`src/rtl/imem_loader.sv`:
```
// Purpose: UART boot loader; assembles a length-prefixed image into 32-bit words for instruction memory, holding the core in reset until done.
// Latency: byte valid 2 sync cycles + 9.5 bit periods after a start edge; imem_we/done/err register one cycle after that byte valid.
// Backpressure: none; the UART line cannot be stalled. Optional checksum byte is compiled in with `define LOADER_CHECKSUM_EN.
module imem_loader #(
   parameter int CLKS_PER_BIT = 868,
   parameter int ADDR_W       = 8,
   parameter int IMEM_WORDS   = 256
) (
   input  logic              clk,
   input  logic              rst_n,
   input  logic              uart_rx,
   output logic              imem_we,
   output logic [ADDR_W-1:0] imem_addr,
   output logic [31:0]       imem_wdata,
   output logic              core_rst_n,
   output logic              busy,
   output logic              done,
   output logic              err
);

   localparam int                CNT_W    = $clog2(CLKS_PER_BIT);
   localparam logic [CNT_W-1:0]  CNT_FULL = CNT_W'(CLKS_PER_BIT - 1);
   localparam logic [CNT_W-1:0]  CNT_HALF = CNT_W'(CLKS_PER_BIT / 2 - 1);
   localparam logic [16:0]       MAX_N    = 17'(IMEM_WORDS);

   // ---------------- UART receiver ----------------
   typedef enum logic [1:0] {RX_IDLE, RX_START, RX_DATA, RX_STOP} rx_st_t;

   rx_st_t           rx_st_q;
   logic             rx_s1_q, rx_s2_q, rx_s3_q;
   logic [CNT_W-1:0] rx_cnt_q;
   logic [2:0]       rx_bit_q;
   logic [7:0]       rx_shift_q;

   logic start_edge, rx_start, stop_sample, byte_vld, frame_err;
   logic [7:0] rx_byte;

   assign start_edge  = rx_s3_q & ~rx_s2_q;
   assign rx_start    = (rx_st_q == RX_IDLE) & start_edge;
   assign stop_sample = (rx_st_q == RX_STOP) && (rx_cnt_q == CNT_FULL);
   assign byte_vld    = stop_sample & rx_s2_q;
   assign frame_err   = stop_sample & ~rx_s2_q;
   assign rx_byte     = rx_shift_q;

   // Two-stage synchronizer plus one delayed copy for falling-edge detection.
   always_ff @(posedge clk or negedge rst_n) begin
      if (!rst_n) begin
         rx_s1_q <= 1'b1;
         rx_s2_q <= 1'b1;
         rx_s3_q <= 1'b1;
      end else begin
         rx_s1_q <= uart_rx;
         rx_s2_q <= rx_s1_q;
         rx_s3_q <= rx_s2_q;
      end
   end

   // Bit-timing state machine: half-bit start re-check, then mid-bit sampling of data and stop.
   always_ff @(posedge clk or negedge rst_n) begin
      if (!rst_n) begin
         rx_st_q    <= RX_IDLE;
         rx_cnt_q   <= '0;
         rx_bit_q   <= '0;
         rx_shift_q <= '0;
      end else begin
         case (rx_st_q)
            RX_IDLE: begin
               rx_cnt_q <= '0;
               if (start_edge) rx_st_q <= RX_START;
            end
            RX_START: begin
               if (rx_cnt_q == CNT_HALF) begin
                  rx_cnt_q <= '0;
                  rx_bit_q <= '0;
                  // Line back high at half-bit: a glitch, not a start bit.
                  rx_st_q  <= rx_s2_q ? RX_IDLE : RX_DATA;
               end else begin
                  rx_cnt_q <= rx_cnt_q + CNT_W'(1);
               end
            end
            RX_DATA: begin
               if (rx_cnt_q == CNT_FULL) begin
                  rx_cnt_q   <= '0;
                  rx_shift_q <= {rx_s2_q, rx_shift_q[7:1]};
                  if (rx_bit_q == 3'd7) rx_st_q <= RX_STOP;
                  else                  rx_bit_q <= rx_bit_q + 3'd1;
               end else begin
                  rx_cnt_q <= rx_cnt_q + CNT_W'(1);
               end
            end
            RX_STOP: begin
               if (rx_cnt_q == CNT_FULL) begin
                  rx_cnt_q <= '0;
                  // Return to idle at mid-stop so a zero-gap next start edge is caught.
                  rx_st_q  <= RX_IDLE;
               end else begin
                  rx_cnt_q <= rx_cnt_q + CNT_W'(1);
               end
            end
            default: rx_st_q <= RX_IDLE;
         endcase
      end
   end

   // ---------------- Loader FSM ----------------
   typedef enum logic [2:0] {
      S_IDLE, S_LEN_LO, S_LEN_HI, S_DATA,
`ifdef LOADER_CHECKSUM_EN
      S_CHK,
`endif
      S_DONE, S_ERROR
   } st_t;

   st_t               st_q;
   logic [7:0]        len_lo_q;
   logic [15:0]       words_left_q;
   logic [1:0]        bcnt_q;
   logic              inc_q;
   logic              imem_we_q;
   logic [ADDR_W-1:0] imem_addr_q;
   logic [31:0]       imem_wdata_q;
   logic              core_rst_n_q, busy_q, done_q, err_q;
`ifdef LOADER_CHECKSUM_EN
   logic [7:0]        chk_q;
`endif

   logic [15:0] n_full;
   assign n_full = {rx_byte, len_lo_q};

   // Image parser with registered outputs; DONE and ERROR are left only by rst_n.
   always_ff @(posedge clk or negedge rst_n) begin
      if (!rst_n) begin
         st_q         <= S_IDLE;
         len_lo_q     <= '0;
         words_left_q <= '0;
         bcnt_q       <= '0;
         inc_q        <= 1'b0;
         imem_we_q    <= 1'b0;
         imem_addr_q  <= '0;
         imem_wdata_q <= '0;
         core_rst_n_q <= 1'b0;
         busy_q       <= 1'b0;
         done_q       <= 1'b0;
         err_q        <= 1'b0;
`ifdef LOADER_CHECKSUM_EN
         chk_q        <= '0;
`endif
      end else begin
         imem_we_q <= 1'b0;
         // Advance the word index only after the write cycle so addr is stable during imem_we.
         if (inc_q) begin
            imem_addr_q <= imem_addr_q + ADDR_W'(1);
            inc_q       <= 1'b0;
         end
         case (st_q)
            S_IDLE: begin
               if (rx_start) begin
                  st_q   <= S_LEN_LO;
                  busy_q <= 1'b1;
               end
            end
            S_LEN_LO: begin
               if (frame_err) begin
                  st_q <= S_ERROR; err_q <= 1'b1; busy_q <= 1'b0;
               end else if (byte_vld) begin
                  len_lo_q <= rx_byte;
`ifdef LOADER_CHECKSUM_EN
                  chk_q    <= rx_byte;
`endif
                  st_q     <= S_LEN_HI;
               end
            end
            S_LEN_HI: begin
               if (frame_err) begin
                  st_q <= S_ERROR; err_q <= 1'b1; busy_q <= 1'b0;
               end else if (byte_vld) begin
`ifdef LOADER_CHECKSUM_EN
                  chk_q <= chk_q ^ rx_byte;
`endif
                  if (n_full == 16'd0) begin
`ifdef LOADER_CHECKSUM_EN
                     st_q <= S_CHK;
`else
                     st_q <= S_DONE; done_q <= 1'b1; core_rst_n_q <= 1'b1; busy_q <= 1'b0;
`endif
                  end else if ({1'b0, n_full} > MAX_N) begin
                     st_q <= S_ERROR; err_q <= 1'b1; busy_q <= 1'b0;
                  end else begin
                     words_left_q <= n_full;
                     bcnt_q       <= '0;
                     st_q         <= S_DATA;
                  end
               end
            end
            S_DATA: begin
               if (frame_err) begin
                  st_q <= S_ERROR; err_q <= 1'b1; busy_q <= 1'b0;
               end else if (byte_vld) begin
`ifdef LOADER_CHECKSUM_EN
                  chk_q <= chk_q ^ rx_byte;
`endif
                  imem_wdata_q[{bcnt_q, 3'b000} +: 8] <= rx_byte;
                  bcnt_q <= bcnt_q + 2'd1;
                  if (bcnt_q == 2'd3) begin
                     imem_we_q <= 1'b1;
                     if (words_left_q == 16'd1) begin
`ifdef LOADER_CHECKSUM_EN
                        st_q <= S_CHK;
`else
                        st_q <= S_DONE; done_q <= 1'b1; core_rst_n_q <= 1'b1; busy_q <= 1'b0;
`endif
                     end else begin
                        words_left_q <= words_left_q - 16'd1;
                        inc_q        <= 1'b1;
                     end
                  end
               end
            end
`ifdef LOADER_CHECKSUM_EN
            S_CHK: begin
               if (frame_err || (byte_vld && (rx_byte != chk_q))) begin
                  st_q <= S_ERROR; err_q <= 1'b1; busy_q <= 1'b0;
               end else if (byte_vld) begin
                  st_q <= S_DONE; done_q <= 1'b1; core_rst_n_q <= 1'b1; busy_q <= 1'b0;
               end
            end
`endif
            S_DONE:  st_q <= S_DONE;
            S_ERROR: st_q <= S_ERROR;
            default: st_q <= S_ERROR;
         endcase
      end
   end

   assign imem_we    = imem_we_q;
   assign imem_addr  = imem_addr_q;
   assign imem_wdata = imem_wdata_q;
   assign core_rst_n = core_rst_n_q;
   assign busy       = busy_q;
   assign done       = done_q;
   assign err        = err_q;

endmodule

```
`config.mk`:
```
export PLATFORM = sky130hd
export DESIGN_NAME = imem_loader
export DESIGN_NICKNAME = d
export VERILOG_FILES = /design/src/rtl/imem_loader.sv
export SDC_FILE = /design/constraint.sdc
export NUM_CORES = 1
export LEC_CHECK = 0
export ABC_AREA = 1
export BUFFER_PORTS_ARGS = -buffer_cell sky130_fd_sc_hd__buf_2
export CORE_MARGIN = 4
export CORE_UTILIZATION = 50
export CTS_CLUSTER_DIAMETER = 40
export DETAILED_ROUTE_END_ITERATION = 6
export GPL_TIMING_DRIVEN = 0
export PLACE_DENSITY = 0.69
export SYNTH_ARGS = -nofsm -noshare
export SYNTH_HDL_FRONTEND = slang
export SYNTH_SLANG_ARGS = --single-unit
```
`constraint.sdc`:
```
create_clock -name clk -period 5.95 [get_ports clk]
set_input_delay 0.595 -clock clk [delete_from_list [all_inputs] [get_ports clk]]
set_output_delay 0.595 -clock clk [all_outputs]
set_load 0.05 [all_outputs]
```
==> flow_summary_export.csv, run 1 <==
group,metric,value,unit
critical_path,cpMaxStageDelayCell,"sky130_fd_sc_hd__nor2_1",
floorplan,rows,37,
critical_path,startpoint,"bcnt_q[0]$_DFFE_PN0P_",
worst_hold_path,worst_hold_path_type,"primary input to async pin",
timing,slew_violations,0,
global_route,grt_antenna_before_repair,0,
finish,post_route_cells_drive_above_1_share,0.204,
clock_tree,hold_buffers,0,
critical_path,arrival,2800,ps
timing,final-hold-violation-count,0,
route,wl,12000,um
logic_synthesis,syn_avg_cell_area,8.19,sq um
critical_path,critical_path.max_stage_delay,430,ps
finish,layout.cells.most_common_list,"164 x sky130_fd_sc_hd__nand2_1, 97 x sky130_fd_sc_hd__dfrtp_1, 75 x sky130_fd_sc_hd__nor2_1",
clock_tree,clkSinkCount,100,
global_route,number_of_global_route_vias_before_repair,4307,
clock_tree,post_cts_buffers,0,
logic_synthesis,ys.warnings.count,0,
logic_synthesis,post_synth_instance_area,5370,sq um
placed_design,post-dp-hpwl,8880,um
route,post-route-drc-count,0,
finish,flow.area_growth_from_synthesis,11.6,%
critical_path,r2r-start,"bcnt_q[0]$_DFFE_PN0P_",
finish,design.final.nets,730,
timing,max_slew.worst_pin.slew,550,ps
pwr,total_power,1.81,mW
finish,n_antenna_cell,0,
timing,grt_setup_unrepaired,"false",
logic_synthesis,postSynth.topFlopCell,"sky130_fd_sc_hd__dfrtp_1",
critical_path,critPathLaunchType,"flip-flop",
logic_synthesis,synth-async-reset-ratio,1.00,
critical_path,critical_path_endpoint_category,"flip-flop",
logic_synthesis,synth.net_count,671,
logic_synthesis,synth_sequential_area_ratio,0.467,
logic_synthesis,post_synth_inst_count,655,
floorplan,initial_core_util,0.518,
finish,leading_cell_type_in_the_layout_fill_and_taps_excluded,"sky130_fd_sc_hd__nand2_1",
timing,layout_worst_path_cycle_share,0.417,
clock_tree,clock_tree.buffer_depth,2,
timing,achievable-frequency,403,MHz
timing,timing.max_slew.rel_slack,0.633,
critical_path,setup.worst_path.class,"flip-flop to flip-flop",
critical_path,worst-endpoint-required,6260,ps
timing,min_period,2480,ps
global_route,grt_pass1_wl,20400,um
global_route,grt_max_degree,61,
critical_path,crit_fanout,10,
timing,clock-skew-final,12.0,ps
clock_tree,cts_inserted_buffers,9,
logic_synthesis,ys_seq_elements,100,
placed_design,globalplace.congestion,0.892,
clock_tree,tritoncts,"built",
logic_synthesis,synth_edf_count,0,
floorplan,core-area,10400,sq um
global_route,grt.met1_usage,0.267,
route,vias,4413,
status,run_status,"finished, final reports clean",
global_route,grt_util_all_layers,0.199,
clock_tree,ctsResizeCount,0,
route,drt_first_pass_iters,6,
floorplan,top_level_ports,48,
pwr,p_leak,3.03,nW
timing,finalSetupViolations,0,
logic_synthesis,synthDistinctLibCells,40,
flow_run,max-cap-violations,0,
clock_tree,worst_skew_pair_latency,380,ps
placed_design,port-buffer-count,47,
floorplan,fp.dieW,112,um
clock_tree,htree_levels,3,
route,route.detailed.wl_per_inst,14.0,um
floorplan,die_h,112,um
pwr,power_density,303,nW/um^2
clock_tree,clk_transition_reported_paths,110,ps
timing,setup_total_negative_slack,0,ps
route,drt.antenna.violating_nets,0,
critical_path,path_cells,"clkbuf_1, inv_1, ha_1, buf_2, clkinv_1, nor2_1, nand3_1, o21ai_1",
global_route,global_route.usage.met2,0.329,
route,detail_route.vias_per_cell,5.16,
floorplan,design.die.area,12500,sq um
pwr,vdd_drop_max,0.000193,V
route,drt_iter0_drc,324,
global_route,grt_overflow,0,
global_route,met3_demand_to_capacity_share_in_global_routing,0.0386,
global_route,gr-max-usage-layer,"met2",
clock_tree,cts.root.buffer_cell,"sky130_fd_sc_hd__clkbuf_8",
-- area by class of cell --
cell class | instances | area (sq um)
Multi-Input combinational cell | 479 | 2520
Sequential cell | 100 | 2510
Clock inverter | 7 | 65.1
Buffer | 16 | 119
Tap cell | 136 | 170
Timing Repair Buffer | 48 | 265
Clock buffer | 9 | 124
Inverter | 60 | 225
Fill cell | 955 | 4380
-- cell usage after synthesis, types with 11 or more instances --
library cell              count  area, sq um
sky130_fd_sc_hd__ha_1        13          163
sky130_fd_sc_hd__o21ai_2     18          158
sky130_fd_sc_hd__nand2_1    164          616
sky130_fd_sc_hd__nand3_1     49          245
sky130_fd_sc_hd__o21ai_0     39          195
sky130_fd_sc_hd__o21ai_1     33          165
sky130_fd_sc_hd__nand2_2     22          138
sky130_fd_sc_hd__dfrtp_1     97         2430
sky130_fd_sc_hd__nand4_1     11         68.8
sky130_fd_sc_hd__nor2_1      75          282
sky130_fd_sc_hd__inv_1       50          188
-- per-layer routing --
metal | share of wire | routed length [um] | vias up
met5 | 0 | 0 | -
met4 | 0.016 | 194 | 0
met3 | 0.039 | 468 | 16
met2 | 0.49 | 5850 | 81
met1 | 0.46 | 5440 | 2068
li1 | - | - | 2248
-- metrics by stage --
step / setup WS, ps / area (sq um) / hold slack [ps] / utilization / std cells
6_report: 3470 / 5990 / 193 / 0.578 / 855
4_1_cts: 3460 / 5990 / 207 / 0.578 / 855
5_1_grt: 3180 / 5990 / 233 / 0.578 / 855
3_3_place_gp: 3250 / 5770 / 353 / 0.557 / 838
2_1_floorplan: 3870 / 5370 / 299 / - / 655
3_5_place_dp: 3490 / 5800 / 351 / 0.560 / 839
-- sequential cells by signal, summed over array words and instances (netlist names), named ones only --
| register | cells |
|---|---|
| err | 1 |
| st_q | 3 |
| done | 1 |
| len_lo_q | 8 |
| imem_addr | 8 |
| rx_bit_q | 3 |
| rx_s1_q | 1 |
| imem_wdata | 32 |
| words_left_q | 16 |
| rx_byte | 8 |
| bcnt_q | 2 |
| rx_cnt_q | 10 |
| rx_s3_q | 1 |
| inc_q | 1 |
| imem_we | 1 |
| rx_s2_q | 1 |
| busy | 1 |
| rx_st_q | 1 |
-- logic make-up after synthesis --
logic type / synth area share
AOI/OAI and AO/OA: 0.114
xor gates and xnor gates: 0.0245
adders and majority gates: 0.0303
buffers and inverters: 0.0641
DFF: 0.467
muxes: 0.00210
and+or+nand+nor: 0.299
-- report_power, final --
part | total, mW | internal (mW) | switching, mW
Sequential | 0.807 | 0.740 | 0.0670
Clock | 0.419 | 0.162 | 0.257
Combinational | 0.588 | 0.193 | 0.396
-- critical path: cells and delay by family, from the launching register on --
kind / cells / cell delay (ps)
buf+inv: 4 / 970
simple gates: 2 / 550
flops: 1 / 420
fa+ha+maj: 1 / 320
compound gates: 1 / 150
-- path summary, 6_finish.rpt --
check                                              end  slack, ps  cells past startpoint
setup / recovery            imem_wdata[23]$_DFFE_PN0P_       3470                      8
hold / removal             words_left_q[3]$_DFFE_PN0P_        190                      1
setup reg to reg            imem_wdata[23]$_DFFE_PN0P_       3470                      8
hold reg to reg                      rx_s2_q$_DFF_PN1_        370                      0
max in group asynchronous            rx_s1_q$_DFF_PN1_       5040                      2
min in group clk                     rx_s1_q$_DFF_PN1_        300                      1
Power figures use the tool's default switching activity.
==> run 2: changes to the inputs <==
--- a/config.mk
+++ b/config.mk
@@ -5,7 +5,7 @@
 export SDC_FILE = /design/constraint.sdc
 export NUM_CORES = 1
 export LEC_CHECK = 0
-export ABC_AREA = 1
+export ABC_AREA = 0
 export BUFFER_PORTS_ARGS = -buffer_cell sky130_fd_sc_hd__buf_2
 export CORE_MARGIN = 4
 export CORE_UTILIZATION = 50
==> constraint.sdc (replaced) <==
create_clock -name clk -period 2.4 [get_ports clk]
set_input_delay 0.24 -clock clk [delete_from_list [all_inputs] [get_ports clk]]
set_output_delay 0.24 -clock clk [all_outputs]
set_load 0.05 [all_outputs]
==> run 2 against run 1 <==
  * Final cell count is 15% lower
  * Non-clock buffer count is 30 higher
  * Register-to-register slack worse by 3500 ps
  * Die area is 6.3% lower
  * Clock power grew to 2.7 times the previous value
  * Highest routed layer unchanged
  * Sequential power is 130% higher
  * The run now ends with negative setup slack left
  * Setup slack worse by 3500 ps
==> flow_summary_export.csv, run 2 <==
group,metric,value,unit
timing,min_period,2400,ps
timing,slew_violations,0,
logic_synthesis,post_synth_instance_area,5000,sq um
global_route,grt_pass1_wl,20100,um
clock_tree,cts_inserted_buffers,9,
logic_synthesis,synth.net_count,530,
critical_path,critical_path_endpoint_category,"flip-flop",
critical_path,worst-endpoint-required,2670,ps
route,drt.antenna.violating_nets,0,
timing,final-hold-violation-count,0,
floorplan,design.die.area,11700,sq um
clock_tree,tritoncts,"built",
placed_design,place_worst_setup_slack,-316,ps
floorplan,fp.dieW,108,um
logic_synthesis,synth_sequential_area_ratio,0.501,
pwr,power_density,541,nW/um^2
logic_synthesis,synth-async-reset-ratio,1.00,
timing,max_slew.worst_pin.slew,651,ps
global_route,number_of_global_route_vias_before_repair,3914,
floorplan,initial_core_util,0.512,
placed_design,port-buffer-count,47,
finish,leading_cell_type_in_the_layout_fill_and_taps_excluded,"sky130_fd_sc_hd__nand2_1",
finish,flow.area_growth_from_synthesis,19.3,%
floorplan,rows,36,
critical_path,critical_path.top_delay_family,"simple AND/OR/NAND/NOR gates",
placed_design,post-dp-hpwl,7780,um
route,vias,4091,
critical_path,crit_fanout,4,
clock_tree,worst_skew_pair_latency,370,ps
flow_run,max-cap-violations,0,
route,drt_first_pass_iters,5,
timing,fin_hold_ws,363,ps
timing,clock-skew-final,13.6,ps
critical_path,cpMaxStageDelayCell,"sky130_fd_sc_hd__or4_4",
critical_path,critPathLaunchType,"flip-flop",
timing,layout_worst_path_cycle_share,1.00,
clock_tree,clk_transition_reported_paths,100,ps
timing,finalSetupViolations,1,
logic_synthesis,ys_seq_elements,100,
finish,layout.core_utilization,0.611,
timing,timing.max_slew.rel_slack,0.560,
logic_synthesis,synth_top_cell_area_share,0.485,
route,wl,11800,um
logic_synthesis,synthDistinctLibCells,61,
logic_synthesis,synth_largest_area_cell,"sky130_fd_sc_hd__dfrtp_1",
clock_tree,htree_levels,3,
critical_path,critical_path.max_stage_delay,570,ps
route,detail_route.vias_per_cell,5.63,
logic_synthesis,synth.top_cells.by_area,"sky130_fd_sc_hd__dfrtp_1 49%, sky130_fd_sc_hd__nand2_1 7.8%, sky130_fd_sc_hd__o21ai_0 4.0%, sky130_fd_sc_hd__mux2_2 3.8%, sky130_fd_sc_hd__ha_1 3.3%",
global_route,grt_max_degree,57,
worst_hold_path,worst_hold_path_type,"flip-flop to flip-flop",
timing,achievable-frequency,417,MHz
floorplan,core-area,9770,sq um
global_route,grt_overflow,0,
critical_path,arrival,2670,ps
finish,n_antenna_cell,0,
logic_synthesis,postSynth.topFlopCell,"sky130_fd_sc_hd__dfrtp_1",
logic_synthesis,synth.most_common_cell,"sky130_fd_sc_hd__nand2_1",
finish,layout.cell_area.non_filler,5970,sq um
finish,largest_register_ffs,32,
clock_tree,clock_tree.buffer_depth,2,
logic_synthesis,ys.warnings.count,0,
placed_design,globalplace.congestion,0.887,
global_route,grt_antenna_before_repair,0,
status,violations,"negative setup slack",
pwr,p_leak,2.75,nW
finish,post_route_cells_drive_above_1_share,0.258,
timing,worst_slack,-0.690,ps
logic_synthesis,synthTopCellsByCount,"104 x sky130_fd_sc_hd__nand2_1, 97 x sky130_fd_sc_hd__dfrtp_1, 40 x sky130_fd_sc_hd__o21ai_0, 37 x sky130_fd_sc_hd__nor2_1, 17 x sky130_fd_sc_hd__mux2_2",
finish,design.final.nets,604,
critical_path,setup.worst_path.class,"flip-flop to flip-flop",
route,post-route-drc-count,0,
route,route.detailed.wl_per_inst,16.3,um
finish,fill_cells,835,
status,run_status,"finished, violations left",
clock_tree,cts.root.buffer_cell,"sky130_fd_sc_hd__clkbuf_8",
critical_path,cp.buffers_inverters,0,
pwr,vdd_drop_max,0.000448,V
logic_synthesis,syn_avg_cell_area,9.73,sq um
logic_synthesis,post_synth_inst_count,514,
route,drt_iter0_drc,354,
clock_tree,clkSinkCount,100,
floorplan,die_h,108,um
timing,grt_setup_unrepaired,"true",
logic_synthesis,synth_edf_count,0,
global_route,grt_util_all_layers,0.217,
floorplan,top_level_ports,48,
pwr,total_power,3.23,mW
finish,layout.cells.most_common_list,"104 x sky130_fd_sc_hd__nand2_1, 96 x sky130_fd_sc_hd__dfrtp_1, 47 x sky130_fd_sc_hd__buf_2",
critical_path,path_cells,"or4_4, or2_4, or2_4, or4_4, o22a_1, o22a_1",
placed_design,dpl-instance-area,5430,sq um
-- run 2: cell count changes in the layout (fill, tap and decap cells not counted), sizes merged, moves of 16 or more --
cell and delta:
nand2 -85, inv -52, o21ai -50, nor2 -49, nand3 -36, clkbuf +16
mux2 +16
-- run 2: logic make-up after synthesis --
logic type      count (synthesis)  synth area share
compound gates                103             0.133
flops                         100             0.501
buf+inv                        39            0.0455
mux                            19            0.0423
simple gates                  225             0.220
xor+xnor                       15            0.0263
fa+ha+maj                      13            0.0325
-- run 2: worst reg2reg max path: stages, from the launching register on --
cell and delay [ps]:
sky130_fd_sc_hd__dfrtp_1 410, sky130_fd_sc_hd__or4_4 570, sky130_fd_sc_hd__or2_4 280, sky130_fd_sc_hd__or2_4 260, sky130_fd_sc_hd__or4_4 420, sky130_fd_sc_hd__o22a_1 190, sky130_fd_sc_hd__o22a_1 170
-- run 2: stage by stage --
step / TNS [ps] / std cells
after CTS: 0 / 723
after floorplan: 0 / 514
after global routing: -897 / 726
final: -0.690 / 726
after global placement: -7450 / 694
after detailed placement: -9690 / 695
-- run 2: path summary, 6_finish.rpt --
kind | from | to | slack, ps | depth (start not counted)
hold reg to reg | rx_s1_q$_DFF_PN1_ | rx_s2_q$_DFF_PN1_ | 360 | 0
hold / removal | rx_s1_q$_DFF_PN1_ | rx_s2_q$_DFF_PN1_ | 360 | 0
setup reg to reg | words_left_q[9]$_DFFE_PN0P_ | words_left_q[14]$_DFFE_PN0P_ | -0.7 | 6
setup / recovery | words_left_q[9]$_DFFE_PN0P_ | words_left_q[14]$_DFFE_PN0P_ | -0.7 | 6
max in group asynchronous | rst_n | imem_addr[3]$_DFFE_PN0P_ | 1330 | 3
min in group asynchronous | rst_n | imem_wdata[6]$_DFFE_PN0P_ | 410 | 2
-- run 2: what timing repair did --
action,4_1_cts,5_1_grt
hold buffers,2,0
pin swaps,10,9
endpoints found under the hold margin,42,0
resized for setup,15,27
buffers inserted,12,7
endpoints found under the setup margin,56,75
gates cloned,0,0
-- run 2: final cells by class --
class                           instances  area [sq um]  share of cell area
Timing Repair Buffer                   68           428              0.0717
Multi-Input combinational cell        375          2440               0.409
Clock inverter                          7          81.3              0.0136
Inverter                                8          30.0             0.00503
Tap cell                              133           166              0.0279
Sequential cell                       100          2510               0.420
Buffer                                 26           190              0.0319
Clock buffer                            9           124              0.0208
-- run 2: power by group --
group	switching [mW]	leakage [nW]	internal (mW)
Combinational	0.188	1.29	0.0962
Sequential	0.0694	1.37	1.75
Clock	0.628	0.101	0.497
Total	0.886	2.75	2.34
-- run 2: per-layer routing --
layer	wire length, um	global-route usage	vias to the layer above
li1	-	-	1957
met1	5460	0.306	1991
met2	5460	0.344	120
met3	628	0.0364	23
met4	272	0.0703	0
met5	0	0	-
==> run 3: changes to the inputs <==
--- a/config.mk
+++ b/config.mk
@@ -13,6 +13,7 @@
 export DETAILED_ROUTE_END_ITERATION = 6
 export GPL_TIMING_DRIVEN = 0
 export PLACE_DENSITY = 0.69
+export SETUP_SLACK_MARGIN = 0.3
 export SYNTH_ARGS = -nofsm -noshare
 export SYNTH_HDL_FRONTEND = slang
 export SYNTH_SLANG_ARGS = --single-unit
==> run 3 against run 2 <==
  * The run now ends clean
  * Clock power barely moved
  * Clock skew fell by 2.3 ps
  * Combinational power rose by 20%
  * Register-to-register slack barely moved
  * Largest cell class is now multi-input combinational cells
  * Cell area rose by 9.0%
  * Global-route usage rose by 1.0 points
  * Total power rose by 0.96%
  * Final cell count rose by 3.7%
  * Sequential share of layout area fell by 3.3 points
  * First-iteration DRC count fell by 24%
  * Clock-buffer cell count rose by 2
  * Via count rose by 5.1%
==> flow_summary_export.csv, run 3 (synthesis gave the netlist of run 2 again) <==
group,metric,value,unit
finish,leading_cell_type_in_the_layout_fill_and_taps_excluded,"sky130_fd_sc_hd__nand2_1",
critical_path,critical_path.top_delay_family,"simple AND/OR/NAND/NOR gates",
finish,n_antenna_cell,0,
finish,layout.cells.most_common_list,"98 x sky130_fd_sc_hd__nand2_1, 89 x sky130_fd_sc_hd__dfrtp_1, 50 x sky130_fd_sc_hd__buf_2",
pwr,total_switching_power,0.867,mW
critical_path,crit_fanout,4,
critical_path,arrival,2700,ps
critical_path,path_cells,"or4_4, nor4_4, buf_4, nand3_4, a31o_4, a2111oi_4, a2bb2oi_2",
pwr,vdd_drop_max,0.000485,V
global_route,grt_overflow,0,
critical_path,worst-endpoint-required,2700,ps
timing,grt_setup_unrepaired,"true",
route,drt.antenna.violating_nets,0,
clock_tree,clock_tree.buffer_depth,2,
clock_tree,cts.root.buffer_cell,"sky130_fd_sc_hd__clkbuf_8",
clock_tree,cts_inserted_buffers,9,
route,vias,4301,
route,drt_iter0_drc,270,
timing,finalSetupViolations,0,
finish,fill_cells,747,
placed_design,port-buffer-count,47,
critical_path,cp.buffers_inverters,1,
timing,min_period,2400,ps
worst_hold_path,worst_hold_path_type,"flip-flop to flip-flop",
finish,largest_register_ffs,32,
clock_tree,worst_skew_pair_latency,370,ps
status,run_status,"finished, final reports clean",
floorplan,top_level_ports,48,
critical_path,cpMaxStageDelayCell,"sky130_fd_sc_hd__or4_4",
pwr,power.share.clock,0.338,
global_route,grt_max_degree,65,
floorplan,rows,36,
flow_run,max-cap-violations,0,
floorplan,fp.dieW,108,um
route,drt_first_pass_iters,5,
floorplan,core-area,9770,sq um
timing,max_slew.worst_pin.slew,673,ps
pwr,p_comb_frac,0.104,
clock_tree,clkSinkCount,100,
critical_path,critPathLaunchType,"flip-flop",
global_route,grt.met1_usage,0.305,
pwr,pwr-share-seq,0.557,
finish,instances_no_fill,753,
timing,timing.max_slew.rel_slack,0.545,
pwr,internal_power,2.39,mW
finish,post_route_cells_drive_above_1_share,0.344,
timing,slew_violations,0,
floorplan,die_h,108,um
finish,design.final.nets,631,
global_route,number_of_global_route_vias_before_repair,4104,
global_route,grt_pass1_wl,21000,um
clock_tree,tritoncts,"built",
critical_path,critical_path_endpoint_category,"flip-flop",
timing,clock-skew-final,11.4,ps
placed_design,globalplace.congestion,0.871,
route,route.detailed.wl_per_inst,17.3,um
timing,achievable-frequency,417,MHz
clock_tree,htree_levels,3,
global_route,met3_demand_to_capacity_share_in_global_routing,0.0287,
pwr,p_leak,3.00,nW
floorplan,design.die.area,11700,sq um
timing,layout_worst_path_cycle_share,0.999,
clock_tree,clk_transition_reported_paths,100,ps
timing,final-hold-violation-count,0,
global_route,grt_antenna_before_repair,0,
global_route,grt_util_all_layers,0.227,
pwr,swShare,0.266,
placed_design,post-place-cells,695,
global_route,gr-max-usage-layer,"met2",
placed_design,dpl-instance-area,5520,sq um
route,wl,13000,um
finish,flow.area_growth_from_synthesis,30.1,%
critical_path,critical_path.max_stage_delay,580,ps
placed_design,post-dp-hpwl,8010,um
global_route,global_route.usage.met2,0.386,
finish,layout.cell_area.non_filler,6510,sq um
pwr,power_density,501,nW/um^2
route,post-route-drc-count,0,
route,detail_route.vias_per_cell,5.71,
floorplan,initial_core_util,0.512,
critical_path,setup.worst_path.class,"flip-flop to flip-flop",
[run 3: repair_timing]
item                                    in CTS  in global routing
endpoints found under the setup margin      84                 65
hold endpoints to repair                    34                  0
pin swaps                                   18                 29
gates resized for setup                     50                 67
gates cloned                                 3                  0
setup buffers                               22                 15
hold buffers                                 2                  0
[run 3: final cells by class]
cell class | instances | area, sq um | area share
Multi-Input combinational cell | 375 | 2670 | 0.410
Sequential cell | 100 | 2520 | 0.387
Buffer | 31 | 284 | 0.0436
Clock buffer | 11 | 141 | 0.0217
Timing Repair Buffer | 90 | 643 | 0.0988
Inverter | 8 | 30.0 | 0.00461
Clock inverter | 5 | 60.1 | 0.00923
Tap cell | 133 | 166 | 0.0256
[run 3: through the flow]
step | power (mW) | utilization | hold slack [ps] | setup TNS, ps | setup WS, ps
2_1_floorplan | 2.02 | - | -55.6 | 0 | 103
3_3_place_gp | 2.10 | 0.562 | 345 | -5160 | -208
3_5_place_dp | 2.13 | 0.565 | 244 | -6880 | -223
4_1_cts | 3.27 | 0.634 | 361 | -349 | -44.1
5_1_grt | 3.42 | 0.666 | 370 | -66.9 | -42.9
6_report | 3.26 | 0.666 | 361 | 0 | 2.79
[run 3: worst paths after layout]
check                      cells past startpoint                      endpoint                         from  slack [ps]
setup / recovery                               7              busy$_DFFE_PN0P_  words_left_q[8]$_DFFE_PN0P_           3
hold / removal                                 0             rx_s2_q$_DFF_PN1_            rx_s1_q$_DFF_PN1_         360
setup reg to reg                               7              busy$_DFFE_PN0P_  words_left_q[8]$_DFFE_PN0P_           3
hold reg to reg                                0             rx_s2_q$_DFF_PN1_            rx_s1_q$_DFF_PN1_         360
max in group asynchronous                      3  words_left_q[13]$_DFFE_PN0P_                        rst_n        1290
min in group asynchronous                      2    imem_wdata[21]$_DFFE_PN0P_                        rst_n         390
[run 3: power by group through the flow]
stage	clock [mW]	combinational [mW]	sequential (mW)
2_1_floorplan	0	0.178	1.84
4_1_cts	1.13	0.336	1.81
5_1_grt	1.20	0.393	1.83
3_3_place_gp	0	0.256	1.85
6_report	1.10	0.340	1.82
3_5_place_dp	0	0.283	1.85
[run 3: routing by layer]
metal  vias to the layer above  part of all wire  wire length (um)
li1                       2017                 -                 -
met1                      2115              0.43              5570
met2                       143              0.50              6520
met3                        26             0.052               671
met4                         0             0.019               243
met5                         -                 0                 0
